### src/rtl/forward_ctrl_if.sv
// Bundles the EX-stage, source-port and control signals of the forwarding
// controller; the pipeline drives it through master, the controller reads it through slave.
interface forward_ctrl_if #(
  parameter int NUM_SRC = 2,
  parameter int DEPTH   = 2
);
  localparam int SELW = $clog2(DEPTH + 1);

  logic                    ex_valid;
  logic [4:0]              ex_rd;
  logic                    ex_we;
  logic                    ex_is_load;
  logic [NUM_SRC-1:0]      src_valid;
  logic [5*NUM_SRC-1:0]    src_reg;
  logic                    fwd_en;
  logic                    freeze;
  logic                    flush;
  logic [SELW*NUM_SRC-1:0] fwd_sel;
  logic                    hazard_stall;
  logic [15:0]             stall_cnt;

  modport master (
    output ex_valid, ex_rd, ex_we, ex_is_load, src_valid, src_reg,
           fwd_en, freeze, flush,
    input  fwd_sel, hazard_stall, stall_cnt
  );

  modport slave (
    input  ex_valid, ex_rd, ex_we, ex_is_load, src_valid, src_reg,
           fwd_en, freeze, flush,
    output fwd_sel, hazard_stall, stall_cnt
  );
endinterface

### src/rtl/forward_ctrl.sv
// Operand-forwarding and load-use hazard controller: tracks the destination
// registers of in-flight instructions and picks the youngest producer per source port.
module forward_ctrl #(
  parameter int NUM_SRC = 2,
  parameter int DEPTH   = 2
) (
  input  logic           clk,
  input  logic           rst,
  forward_ctrl_if.slave  bus
);
  localparam int SELW = $clog2(DEPTH + 1);

  typedef struct packed {
    logic       valid;
    logic [4:0] rd;
    logic       we;
    logic       is_load;
  } entry_t;

  entry_t                  entries_q [1:DEPTH];
  entry_t                  entries_d [1:DEPTH];
  logic [15:0]             stallCnt_q;
  logic [15:0]             stallCnt_d;
  logic [SELW*NUM_SRC-1:0] selComb;
  logic                    anyMatch;
  logic                    loadUse;
  logic                    hazardRaw;

  function automatic logic isWriter(entry_t e);
    return e.valid && e.we && (e.rd != 5'd0);
  endfunction

  // Scan from the oldest stage down so the youngest matching producer overwrites older ones.
  always_comb begin
    selComb  = '0;
    anyMatch = 1'b0;
    loadUse  = 1'b0;
    for (int i = 0; i < NUM_SRC; i++) begin
      for (int k = DEPTH; k >= 1; k--) begin
        if (bus.src_valid[i] && (bus.src_reg[5*i +: 5] != 5'd0) &&
            isWriter(entries_q[k]) && (entries_q[k].rd == bus.src_reg[5*i +: 5])) begin
          selComb[SELW*i +: SELW] = SELW'(k);
          anyMatch = 1'b1;
          if ((k == 1) && entries_q[1].is_load) begin
            loadUse = 1'b1;
          end
        end
      end
    end
  end

  assign hazardRaw        = bus.fwd_en ? loadUse : anyMatch;
  assign bus.hazard_stall = rst ? 1'b0 : hazardRaw;
  assign bus.fwd_sel      = (rst || !bus.fwd_en) ? '0 : selComb;
  assign bus.stall_cnt    = stallCnt_q;

  // A stalled or flushed EX instruction enters the tracker as a bubble.
  always_comb begin
    entries_d  = entries_q;
    stallCnt_d = stallCnt_q;
    if (!bus.freeze) begin
      for (int k = DEPTH; k >= 2; k--) begin
        entries_d[k] = entries_q[k-1];
      end
      if (bus.flush || hazardRaw) begin
        entries_d[1] = '0;
      end else begin
        entries_d[1] = '{valid: bus.ex_valid, rd: bus.ex_rd,
                         we: bus.ex_we, is_load: bus.ex_is_load};
      end
      if (hazardRaw && (stallCnt_q != 16'hFFFF)) begin
        stallCnt_d = stallCnt_q + 16'd1;
      end
    end
  end

  always_ff @(posedge clk or posedge rst) begin
    if (rst) begin
      entries_q  <= '{default: '0};
      stallCnt_q <= '0;
    end else begin
      entries_q  <= entries_d;
      stallCnt_q <= stallCnt_d;
    end
  end
endmodule

### src/flat_wrapper.sv
// flat-port wrapper written by rule: the top's interface ports become plain ports
module forward_ctrl_flat 
#(
  parameter int NUM_SRC = 2,
  parameter int DEPTH   = 2
)
  (clk, rst, bus_ex_valid, bus_ex_rd, bus_ex_we, bus_ex_is_load, bus_src_valid, bus_src_reg, bus_fwd_en, bus_freeze, bus_flush, bus_fwd_sel, bus_hazard_stall, bus_stall_cnt);
  forward_ctrl_if #(.NUM_SRC(NUM_SRC), .DEPTH(DEPTH)) bus_i ();
  input  logic clk;
  input  logic rst;
  input wire logic [$bits(bus_i.ex_valid)-1:0] bus_ex_valid;
  input wire logic [$bits(bus_i.ex_rd)-1:0] bus_ex_rd;
  input wire logic [$bits(bus_i.ex_we)-1:0] bus_ex_we;
  input wire logic [$bits(bus_i.ex_is_load)-1:0] bus_ex_is_load;
  input wire logic [$bits(bus_i.src_valid)-1:0] bus_src_valid;
  input wire logic [$bits(bus_i.src_reg)-1:0] bus_src_reg;
  input wire logic [$bits(bus_i.fwd_en)-1:0] bus_fwd_en;
  input wire logic [$bits(bus_i.freeze)-1:0] bus_freeze;
  input wire logic [$bits(bus_i.flush)-1:0] bus_flush;
  output wire logic [$bits(bus_i.fwd_sel)-1:0] bus_fwd_sel;
  output wire logic [$bits(bus_i.hazard_stall)-1:0] bus_hazard_stall;
  output wire logic [$bits(bus_i.stall_cnt)-1:0] bus_stall_cnt;
  assign bus_i.ex_valid = bus_ex_valid;
  assign bus_i.ex_rd = bus_ex_rd;
  assign bus_i.ex_we = bus_ex_we;
  assign bus_i.ex_is_load = bus_ex_is_load;
  assign bus_i.src_valid = bus_src_valid;
  assign bus_i.src_reg = bus_src_reg;
  assign bus_i.fwd_en = bus_fwd_en;
  assign bus_i.freeze = bus_freeze;
  assign bus_i.flush = bus_flush;
  assign bus_fwd_sel = bus_i.fwd_sel;
  assign bus_hazard_stall = bus_i.hazard_stall;
  assign bus_stall_cnt = bus_i.stall_cnt;
  forward_ctrl #(.NUM_SRC(NUM_SRC), .DEPTH(DEPTH)) u_core (.clk(clk), .rst(rst), .bus(bus_i));
endmodule
### config.mk
export PLATFORM = sky130hd
export DESIGN_NAME = forward_ctrl_flat
export DESIGN_NICKNAME = d
export VERILOG_FILES = /design/src/rtl/forward_ctrl_if.sv /design/src/rtl/forward_ctrl.sv /design/src/flat_wrapper.sv
export SDC_FILE = /design/constraint.sdc
export NUM_CORES = 1
export LEC_CHECK = 0
export CAP_MARGIN = 20
export CORE_ASPECT_RATIO = 0.9
export CORE_MARGIN = 2
export CORE_UTILIZATION = 45
export CTS_BUF_LIST = sky130_fd_sc_hd__clkbuf_8
export CTS_CLUSTER_SIZE = 28
export DETAILED_ROUTE_END_ITERATION = 16
export HOLD_SLACK_MARGIN = 0.15
export PLACE_DENSITY = 0.89
export SLEW_MARGIN = 20
export SYNTH_ARGS = -nofsm -noshare
export SYNTH_HDL_FRONTEND = slang
export SYNTH_SLANG_ARGS = --single-unit
### constraint.sdc
create_clock -name clk -period 3.2 [get_ports clk]
set_input_delay 0.8 -clock clk [delete_from_list [all_inputs] [get_ports clk]]
set_output_delay 0.8 -clock clk [all_outputs]
set_load 0.05 [all_outputs]
==> results.txt <==
----------------------------------------------------
[Status]
  Outcome ... finished with violations
  Violations in the final reports ... negative setup slack

[STA]
  Final hold viol count ... 0
  Normalized max-slew margin ... 53.4%
  Max frequency ... 311 MHz
  RSZ-0062 raised after global routing ... yes
  Worst hold slack across all endpoints ... 0.517 ns
  Largest clock skew in the final design ... 0.00436 ns
  Post-layout worst setup margin ... -0.0156 ns
  Setup_tns ... -0.0156 ns
  Least-Margin Pin Slew ... 0.692 ns
  Final setup violation count ... 1
  Max-slew violation count ... 0
  Fin crit share ... 100%
  Final period demand of the worst path ... 3.22 ns

[Power]
  Leak ... 1.18 nW
  IR drop worst, VDD ... 0.320 mV
  P per Cell Area ... 345 nW/um2

[Cells and area]
  FILL cells ... 240
  Layout Nets ... 276
  Antenna cells ... 0
  Top library cells by usage in the layout, fill and taps aside ... 30 x sky130_fd_sc_hd__clkdlybuf4s50_1, 30 x sky130_fd_sc_hd__dfrtp_1, 21 x sky130_fd_sc_hd__buf_4
  Fraction of final layout cells sized beyond drive strength 1 ... 26.3%
  Core occupancy in the finished layout ... 71.3%
  Non-filler instance count after layout ... 297
  Layout overhead on the synthesized area ... 49.3%
  Design area ... 2720 um2
  Multi-input logic area ... 1130 um2
  Sequential Area ... 777 um2

[Yosys]
  Area share of fa/ha/maj cells after synthesis ... 0.688%
  Synthesized-area fraction occupied by ao, oa, aoi and oai cells ... 10.4%
  Synth Area in Simple Gates ... 22.2%
  Unique cell type count in the Yosys netlist ... 33
  Parity-gate share of the synthesized area counting xor and xnor cells ... 16.4%
  Avg Cell Area, Syn ... 9.93 um2
  FF+latch count, synth ... 31
  Share of the yosys chip area belonging to registers ... 42.7%
  Dominant combinational cell family by area after synthesis ... simple AND/OR/NAND/NOR gates
  Synthesis Warnings ... 0
  Post-Synthesis Net Count ... 209
  Synth Instances ... 183
  Netlist area before placement ... 1820 um2
  Multiplexer share of the synthesized area ... 5.57%

[Routing]
  Total Routed Length ... 4780 um
  Total iterations of the first detailed-routing run ... 4
  Post-DR vias/cell ... 5.58
  First-iteration detailed-routing DRC count ... 101
  Remaining routing DRC violations ... 0
  Count of nets left with antenna violations after detail routing ... 0
  Wire per inst ... 16.1 um
  Routed vias ... 1656

[Floorplanning]
  Number of placement rows ... 21
  DIE AREA ... 4570 um2
  Starting utilization of the core area ... 47.7%
  IO Count ... 46
  Die width ... 71 um
  Vert. Die Dim ... 64.3 um
  Standard cell core area ... 3810 um2

[Clocking]
  Worst-skew pair later-pin latency ... 0.29 ns
  CTS clk-pin slew, worst paths ... 0.06 ns
  Clock tree root buffer cell ... sky130_fd_sc_hd__clkbuf_8
  Number of buffers inserted during clock tree synthesis ... 5
  Cts-stage hold buffer count ... 0
  Number of sinks driven by the clock tree ... 31
  H-tree depth ... 2
  TritonCTS clock tree ... done
  Bufs on Longest Clock Path ... 2

[Critical path]
  Crit path arrival time ... 2.42 ns
  Crit path max-delay family ... compound AO/OA/AOI/OAI gates
  Critical Path RT ... 2.40 ns
  Critical path fanouts, max ... 2
  CP cell instances ... buf_6, or4_4, o21ai_4, nor4_4, o41ai_4, a21oi_4, buf_8
  Critical path's largest stage delay ... 0.54 ns
  Length in cells of the worst reg-to-reg path ... 9
  Worst setup slack for register-to-register paths ... 0.29 ns
  Worst path bufs/invs ... 2
  Type of the worst setup path ... in -> out
  Startpoint Class ... primary input
  Worst Setup End Kind ... output port
  Reg-to-Reg End ... u_core.bus.stall_cnt[1]
  Origin of the critical flop-to-flop path ... u_core.entries_q[11]
  Critical Path Slowest Stage Cell ... sky130_fd_sc_hd__or4_4

[Placed design]
  Detail Placement HPWL ... 3290 um
  # placed instances ... 282
  Last weighted congestion value of the routability-driven placer ... 0.837
  Area after detailed placement ... 2460 um2
  Port Buffer Count ... 45

[Min path]
  Type of the tightest min-delay check ... reg -> reg
  Instance count along the most critical hold path ... 1
  Worst Hold Endpoint ... u_core.bus.stall_cnt[2]
  Worst min-delay path startpoint ... u_core.bus.stall_cnt[2]

[GRT]
  Vias in the first global route ... 1676
  Wire length of the first global-routing pass ... 8150 um
  Antenna violations before repair ... 0
  Largest net degree at the start of global routing ... 32
  GRT Residual Overflow ... 0
  Total routing resource utilization after global routing ... 22.7%

[Flow run]
  Max-cap check violation count ... 0

----------------------------------------------------
-- worst reg2reg max path: cells and delay by family, from the launching register on --
kind / cells / cell delay (ns)
buffers and inverters: 3 / 0.46
AOI/OAI and AO/OA: 3 / 0.83
DFF: 1 / 0.48
muxes: 1 / 0.35
and+or+nand+nor: 2 / 0.66
-- cell usage after synthesis --
library cell / number / area, um2
sky130_fd_sc_hd__nor4_1: 3 / 18.8
sky130_fd_sc_hd__or4b_2: 1 / 10.0
sky130_fd_sc_hd__nor2_1: 2 / 7.51
sky130_fd_sc_hd__or3_1: 1 / 6.26
sky130_fd_sc_hd__nand4_1: 6 / 37.5
sky130_fd_sc_hd__buf_1: 1 / 3.75
sky130_fd_sc_hd__a21oi_1: 14 / 70.1
sky130_fd_sc_hd__nor4_2: 2 / 25.0
sky130_fd_sc_hd__nand3b_1: 4 / 30.0
sky130_fd_sc_hd__xnor2_1: 21 / 184
sky130_fd_sc_hd__a211oi_1: 1 / 7.51
sky130_fd_sc_hd__and2_1: 1 / 6.26
sky130_fd_sc_hd__a2111oi_0: 1 / 8.76
sky130_fd_sc_hd__mux2_2: 7 / 78.8
sky130_fd_sc_hd__o21ai_0: 9 / 45.0
sky130_fd_sc_hd__o211ai_2: 1 / 12.5
sky130_fd_sc_hd__clkbuf_1: 4 / 15.0
sky130_fd_sc_hd__o211ai_1: 1 / 7.51
sky130_fd_sc_hd__o21ai_1: 2 / 10.0
sky130_fd_sc_hd__xor2_1: 13 / 114
sky130_fd_sc_hd__buf_2: 1 / 5.00
sky130_fd_sc_hd__o41ai_4: 1 / 27.5
sky130_fd_sc_hd__nand2b_1: 8 / 50.1
sky130_fd_sc_hd__nor3b_1: 2 / 15.0
sky130_fd_sc_hd__nand2_1: 17 / 63.8
sky130_fd_sc_hd__ha_1: 1 / 12.5
sky130_fd_sc_hd__dfrtp_1: 31 / 776
sky130_fd_sc_hd__and3_1: 5 / 31.3
sky130_fd_sc_hd__mux2_1: 2 / 22.5
sky130_fd_sc_hd__or4_1: 7 / 52.6
sky130_fd_sc_hd__nand3_1: 8 / 40.0
sky130_fd_sc_hd__inv_1: 4 / 15.0
sky130_fd_sc_hd__and4_1: 1 / 8.76
-- layer usage --
layer,vias up,track usage [%],share of wire [%]
met5,-,0,0
li1,788,-,-
met3,10,4.42,4.7
met1,805,30.3,45
met4,0,9.43,2.3
met2,53,36.2,48
-- where the power goes --
group | internal [mW] | switching, mW
registers | 0.411 | 0.0304
logic | 0.0867 | 0.0752
clock network | 0.193 | 0.141
total | 0.691 | 0.247
-- state kept, by name, indices dropped and copies added, names as in the netlist --
| register | flops |
|---|---|
| u_core.entries_q | 15 |
| u_core.bus.stall_cnt | 16 |
-- per-stage QoR --
step                setup slack (ns)  power (mW)
CTS                          -0.0216       0.926
global placement              -0.372       0.581
finish                       -0.0156       0.938
floorplan                     -0.448       0.518
detailed placement            -0.443       0.586
global route                 -0.0669       0.979
-- worst max-delay path by stage --
stage | start | endpoint | slack, ns | depth (start not counted)
floorplan | rst | bus_fwd_sel[1] | -0.45 | 3
detailed placement | bus_src_reg[5] | bus_hazard_stall | -0.44 | 8
global placement | bus_src_reg[5] | bus_hazard_stall | -0.37 | 7
CTS | bus_src_reg[3] | bus_hazard_stall | -0.02 | 7
finish | bus_src_reg[3] | bus_hazard_stall | -0.02 | 7
global route | bus_src_reg[3] | bus_hazard_stall | -0.07 | 7
-- cell families after synthesis --
kind of cell             Yosys count
flip-flops                        31
XOR/XNOR                          34
AO/OA/AOI/OAI                     30
AND/OR/NAND/NOR                   68
buffers and inverters             10
multiplexers                       9
adder cells (fa/ha/maj)            1
-- area by class of cell --
type                       instances  share of cell area, %
clock buffer                       7                   3.55
clock inverter                     1                  0.138
inverter                           4                  0.553
multi-input combinational        142                   41.5
sequential                        31                   28.6
tap                               46                   2.12
timing repair buffer              66                   23.5
-- repair_timing --
action,4_1_cts,5_1_grt
buffers inserted,4,3
endpoints found under the hold margin,0,0
pin swaps,10,10
endpoints found under the setup margin,6,3
gates resized for setup,55,6
No activity file was read; power rests on OpenSTA's default activity.
